<file path="config.mk">
export PLATFORM = sky130hd
export DESIGN_NAME = operand_fwd_ctrl
export DESIGN_NICKNAME = d
export VERILOG_FILES = /design/src/rtl/fwd_pkg.sv /design/src/rtl/fwd_match.sv /design/src/rtl/operand_fwd_ctrl.sv
export SDC_FILE = /design/constraint.sdc
export NUM_CORES = 1
export LEC_CHECK = 0
export ABC_AREA = 1
export BUFFER_PORTS_ARGS = -buffer_cell sky130_fd_sc_hd__buf_2
export CORE_UTILIZATION = 53
export CTS_CLUSTER_SIZE = 30
export DETAILED_ROUTE_END_ITERATION = 12
export PLACE_DENSITY = 0.82
export SKIP_LAST_GASP = 1
export SYNTH_ARGS = -nofsm -noshare
export SYNTH_HDL_FRONTEND = slang
export SYNTH_SLANG_ARGS = --single-unit
</file>
<file path="constraint.sdc">
create_clock -name clk -period 4.15 [get_ports clk]
set_clock_uncertainty 0.2 [all_clocks]
set_input_delay 0.83 -clock clk [delete_from_list [all_inputs] [get_ports clk]]
set_output_delay 0.83 -clock clk [all_outputs]
set_load 0.005 [all_outputs]
</file>
<file path="src/rtl/fwd_pkg.sv">
// Shared types for the EX operand forwarding controller: mux select codes,
// pipeline stage record and the zero-register index.
package fwd_pkg;

  localparam int REG_ADDR_W = 5;
  localparam int ZERO_REG   = 31;

  typedef enum logic [1:0] {
    FWD_RF    = 2'b00,
    FWD_EXMEM = 2'b01,
    FWD_MEMWB = 2'b10,
    FWD_IMM   = 2'b11
  } fwd_sel_t;

  typedef struct packed {
    logic                  valid;
    logic [REG_ADDR_W-1:0] rd;
    logic                  regwrite;
    logic                  memread;
  } stage_info_t;

  function automatic logic is_fwd(input fwd_sel_t s);
    return (s == FWD_EXMEM) || (s == FWD_MEMWB);
  endfunction

endpackage

</file>
<file path="src/rtl/fwd_match.sv">
// Combinational forwarding match of one source register against the
// instructions currently in EX and MEM; the EX producer is the newer one.
module fwd_match
  import fwd_pkg::*;
#(
  parameter logic [REG_ADDR_W-1:0] ZERO_IDX = REG_ADDR_W'(ZERO_REG)
) (
  input  logic [REG_ADDR_W-1:0] src,
  input  stage_info_t           ex,
  input  stage_info_t           mem,
  output fwd_sel_t              sel
);

  // Load-ness does not affect the select; stall logic covers load-use.
  logic unused_memread;
  assign unused_memread = ex.memread ^ mem.memread;

  always_comb begin
    sel = FWD_RF;
    if (src != ZERO_IDX) begin
      if (ex.valid && ex.regwrite && ex.rd == src)
        sel = FWD_EXMEM;
      else if (mem.valid && mem.regwrite && mem.rd == src)
        sel = FWD_MEMWB;
    end
  end

endmodule

</file>
<file path="src/rtl/operand_fwd_ctrl.sv">
// Registered EX operand-mux select generation with load-use stall detection.
// Optional perf counters enabled by macro OPERAND_FWD_PERF_CNT_EN.
module operand_fwd_ctrl #(
  parameter int REG_ADDR_W = 5,
  parameter int ZERO_REG   = 31
`ifdef OPERAND_FWD_PERF_CNT_EN
  , parameter int CNT_W    = 16
`endif
) (
  input  logic                  clk,
  input  logic                  reset_n,
  input  logic                  id_valid,
  input  logic [REG_ADDR_W-1:0] id_rn,
  input  logic [REG_ADDR_W-1:0] id_rm,
  input  logic [REG_ADDR_W-1:0] id_rd,
  input  logic                  id_regwrite,
  input  logic                  id_memread,
  input  logic                  id_use_imm,
  input  logic                  flush,
  output logic [1:0]            ex_sel_a,
  output logic [1:0]            ex_sel_b,
  output logic                  ex_valid,
  output logic                  stall
`ifdef OPERAND_FWD_PERF_CNT_EN
  , output logic [CNT_W-1:0]    fwd_count
  , output logic [CNT_W-1:0]    stall_count
`endif
);
  import fwd_pkg::*;

  localparam logic [REG_ADDR_W-1:0] ZR = REG_ADDR_W'(ZERO_REG);

  stage_info_t ex_q, mem_q;
  fwd_sel_t    sel_a_q, sel_b_q, match_a, match_b, sel_b_d;
  logic        hazard, advance;

  fwd_match #(.ZERO_IDX(ZR)) u_match_a (.src(id_rn), .ex(ex_q), .mem(mem_q), .sel(match_a));
  fwd_match #(.ZERO_IDX(ZR)) u_match_b (.src(id_rm), .ex(ex_q), .mem(mem_q), .sel(match_b));

  assign sel_b_d = id_use_imm ? FWD_IMM : match_b;

  // A load in EX cannot supply its data to the next instruction in time.
  assign hazard  = ex_q.valid && ex_q.memread && (ex_q.rd != ZR) &&
                   ((ex_q.rd == id_rn) || (ex_q.rd == id_rm && !id_use_imm));
  assign stall   = reset_n && id_valid && !flush && hazard;
  assign advance = id_valid && !flush && !stall;

  always_ff @(posedge clk) begin
    if (!reset_n) begin
      ex_q    <= '0;
      mem_q   <= '0;
      sel_a_q <= FWD_RF;
      sel_b_q <= FWD_RF;
    end else begin
      mem_q <= '{valid: ex_q.valid, rd: ex_q.rd, regwrite: ex_q.regwrite, memread: 1'b0};
      if (advance) begin
        ex_q    <= '{valid: 1'b1, rd: id_rd, regwrite: id_regwrite, memread: id_memread};
        sel_a_q <= match_a;
        sel_b_q <= sel_b_d;
      end else begin
        ex_q    <= '0;
        sel_a_q <= FWD_RF;
        sel_b_q <= FWD_RF;
      end
    end
  end

  assign ex_sel_a = sel_a_q;
  assign ex_sel_b = sel_b_q;
  assign ex_valid = ex_q.valid;

`ifdef OPERAND_FWD_PERF_CNT_EN
  logic fwd_hit;
  assign fwd_hit = advance && (is_fwd(match_a) || is_fwd(sel_b_d));

  always_ff @(posedge clk) begin
    if (!reset_n) begin
      fwd_count   <= '0;
      stall_count <= '0;
    end else begin
      if (fwd_hit && fwd_count != '1)
        fwd_count <= fwd_count + CNT_W'(1);
      if (stall && stall_count != '1)
        stall_count <= stall_count + CNT_W'(1);
    end
  end
`endif

endmodule

</file>
Word level (Yosys, flattened, before mapping). Cells that the tools add are included.

Bitwise logic cells: 3. Equal/unequal tests: 7. Mux-type cells: 7. Reduce and logical (&&, ||, !) cells: 22.

Operators by type and width (number): == test 5 bit (4); logical AND 1 bit (15); != test 5 bit (second input constant) (3); 2-to-1 mux 2 bit (5); 2-to-1 mux 8 bit (1); OR reduction 4 bit (1); logical NOT 1 bit (3); inverter 1 bit (3); AND reduction 3 bit (1); AND reduction 2 bit (1); logical OR 1 bit (1); 2-to-1 mux 1 bit (1).

Logic and storage cells: 49. Output and inout bits: 6. Bits in registers: 19. Bits of input ports: 22.

Depth between registers and ports, before layout.
Depth after elaboration: 9. Mapped depth: 9. Gate-level depth less buffers: 9.

Cells and area by module. A second synthesis with hierarchy kept.

Cells, all modules: 225. Area total of the unflattened synthesis: 1244.9 µm².

Modules (own cells, without submodules): operand_fwd_ctrl (area each 784.5 µm², instances 1, cells each 119, sequential area each 380.4 µm²); fwd_match (area each 230.2 µm², instances 2, cells each 53, sequential area each 0.0 µm²).

Worst setup path before layout. No wires, ideal clock.

Kind: input to output. Start point: in id_rn[0]. End point: out stall. Stages on the path: 6. Path buffers: 0. Arrival time: 1482 ps. Setup slack: 1638 ps. Required time: 3120 ps. Cells stage by stage: xor2_1 -> nor2_1 -> nand3_1 -> nand2_1 -> nand2_2 -> nor3_1.

Longest elaborated chain between the ends: 4.

Ends and longest elaborated chain: from (decl) (RTL line operand_fwd_ctrl.sv:13) `input logic [REG_ADDR_W-1:0] id_rn,`; == test 5 bit (RTL line operand_fwd_ctrl.sv:44) `((ex_q.rd == id_rn) || (ex_q.rd == id_rm && !id_use_imm));`; logical OR 1 bit (RTL line operand_fwd_ctrl.sv:44); logical AND 1 bit (RTL line operand_fwd_ctrl.sv:43) `assign hazard = ex_q.valid && ex_q.memread && (ex_q.rd != ZR) &&`; logical AND 1 bit (RTL line operand_fwd_ctrl.sv:45) `assign stall = reset_n && id_valid && !flush && hazard;`; to (decl) (RTL line operand_fwd_ctrl.sv:23) `output logic stall`.

Every way passes these cells.

Worst setup path after layout.
Start point: in id_rm[0]. End point: out stall.

Longest elaborated chain between the ends: 5.

Ends and longest elaborated chain: from (decl) (RTL line operand_fwd_ctrl.sv:14) `input logic [REG_ADDR_W-1:0] id_rm,`; == test 5 bit (RTL line operand_fwd_ctrl.sv:44); logical AND 1 bit (RTL line operand_fwd_ctrl.sv:44); logical OR 1 bit (RTL line operand_fwd_ctrl.sv:44); logical AND 1 bit (RTL line operand_fwd_ctrl.sv:43); logical AND 1 bit (RTL line operand_fwd_ctrl.sv:45).

Every way passes these cells.

==> results.yml <==
status:
  status: "finished with violations"
  violations: "DRC"
critical_path:
  crit_top_cell: "nand2_1"
  crit_type: "input pin to output pin"
  reg2reg_depth: 9
  required_ps: 3120
  crit_chain: "buf_2 -> inv_1 -> nand2_1 -> nand2_1 -> nor2_1 -> nand4_1 -> nand2_1 -> nand2_2 -> nor3_1 -> buf_2"
  arrival_ps: 1790
  crit_path_max_incr_delay_ps: 150
  crit_path_max_fanout: 4
  cpMaxStageDelayCell: "nor2_1"
  r2r-start: "ex_q[4]"
  worstSetupStartpoint: "id_rm[0]"
  endpoint_kind: "output pin"
  start_kind: "input pin"
global_route:
  top_usage_layer: "met2"
  grt_pass1_vias: 786
  grt_pass1_wl_mm: 3.174
  antenna_found_initial: 0
  globalRoute.totalOverflow: 0
  grt_max_degree: 11
  grt_use_met2: 0.3821
  track_usage: 0.2285
  gr-usage-met3: 0.03750
  grt_use_met1: 0.2887
cts:
  cts_resized: 0
  cts_tree: "yes"
  clk_latency_ps: 290
  cts_buffers: 3
  clock_sinks: 19
  holdBufCountCts: 0
  h-tree-depth: 1
  post_cts_buffers: 0
  clockRootBuffer: "clkbuf_4"
  clockBufferDepth: 2
  clk_pin_slew_worst_paths_ps: 100
sta:
  fin_tns_setup_ps: 0
  fmax_mhz: 354.9
  fin_worst_hold_slack_ps: 256.0
  setup_viol: 0
  tightest_slew_ps: 272.7
  fin_ws_ps: 1332
  drv_slew: 0
  post-route-min-period_ps: 2818
  hold_violations: 0
  slew_headroom: 0.8176
  finalCritPeriodShare: 0.6790
  rsz0062_at_grt: "no"
die:
  die_x_um: 43.63
  core_mm2: 0.001559
  die_area_mm2: 0.001903
  initial_core_util: 0.5891
  die_y_um: 43.63
  num_rows: 14
  ios: 28
synthesis:
  ys_ff_latch: 19
  yosysWarnings: 0
  synthCells: 133
  synth_cell_types: 17
  syn_avg_cell_area_um2: 6.905
  ys_seq_area_frac: 0.4142
  netlist_area_um2: 918.4
  syn_nets: 155
place:
  pre_cts_ws_ps: 1345
  dp_cells: 175
  gp_congestion: 0.8621
  hpwl_mm: 1.488
  portBuffers: 27
  place_area_mm2: 0.001069
finish:
  finalInstanceArea_mm2: 0.001095
  layout.nets: 186
  final_cell_count_no_fill: 179
  diodes: 0
  syn2layout_area_growth_pct: 19.21
  fillers: 147
  final_cell_mix: "29 x nand2_1, 29 x inv_1, 27 x buf_2, 22 x nor2_1, 19 x dfxtp_1"
  fin_util: 0.7022
  drive_gt1_frac: 0.1963
power_and_ir_drop:
  ir_drop_uv: 238.5
  powerDensity_mw_per_mm2: 293.1
  p_total_uw: 320.8
  p_leak_nw: 0.6348
route:
  via_per_inst: 4.939
  ant_nets: 0
  vias: 884
  dr.pass1.iters: 8
  drc_errors: 2
  drt_wl_total_mm: 1.902
  wl_per_cell_um: 10.63
  initialDrtViolationCount: 48
min_path:
  hp-class: "register to register"
  min_from: "ex_q[1]"
  min_delay_path_depth: 2
job:
  drv_cap: 0
[sequential cells by signal, summed over array words and instances (netlist names)]
signal	count
ex_q	7
mem_q	7
ex_sel_a	2
ex_sel_b	2
ex_valid	1
[synth_stat cells]
library cell,n,area share
buf_2,1,0.0054
nand4_1,5,0.034
o211a_1,1,0.011
nand3_1,6,0.033
nand3b_1,1,0.0082
xor2_1,5,0.048
nor2_1,22,0.090
inv_1,29,0.12
nand2_1,29,0.12
nand2_2,1,0.0068
xnor2_1,7,0.067
o21ai_0,2,0.011
nand2_4,1,0.012
a21oi_1,2,0.011
o22ai_1,1,0.0068
nor3_1,1,0.0054
dfxtp_1,19,0.41
[cell families after synthesis]
group / count (synthesis) / synth area share
buffers and inverters: 30 / 0.1240
flip-flops: 19 / 0.4142
AO/OA/AOI/OAI: 6 / 0.03952
AND/OR/NAND/NOR: 66 / 0.3079
XOR/XNOR: 12 / 0.1144
[area by class of cell]
| type | instances | area [um^2] | area share |
|---|---|---|---|
| clock buffers | 4 | 26.28 | 0.02400 |
| inverters | 29 | 108.9 | 0.09943 |
| multi-input cells | 84 | 424.2 | 0.3874 |
| flip-flops and latches | 19 | 380.4 | 0.3474 |
| well taps | 16 | 20.02 | 0.01829 |
| repair buffers | 27 | 135.1 | 0.1234 |
[path summary, 6_finish.rpt]
kind | to | slack, ps
min | mem_q[1] | 260
min reg2reg | mem_q[1] | 260
max | stall | 1330
max reg2reg | ex_sel_b[0] | 2610
[where the power goes]
part	leakage (nW)	switching (mW)	internal, mW
Combinational	0.466	0.0220	0.0185
Clock	0.0150	0.0531	0.0374
Sequential	0.154	0.00358	0.186
Total	0.635	0.0787	0.242
[critical path, delay by kind of cell]
kind | cells | cell delay (ps)
simple gates | 7 | 660
buf+inv | 3 | 290
[per-layer routing]
| layer | up-vias | part of all wire | routed length, um |
|---|---|---|---|
| met5 | - | 0 | 0 |
| met1 | 390 | 0.45 | 854 |
| met4 | 0 | 0.010 | 19 |
| met2 | 34 | 0.49 | 933 |
| met3 | 2 | 0.049 | 94 |
| li1 | 458 | - | - |
Power figures use the tool's default switching activity.
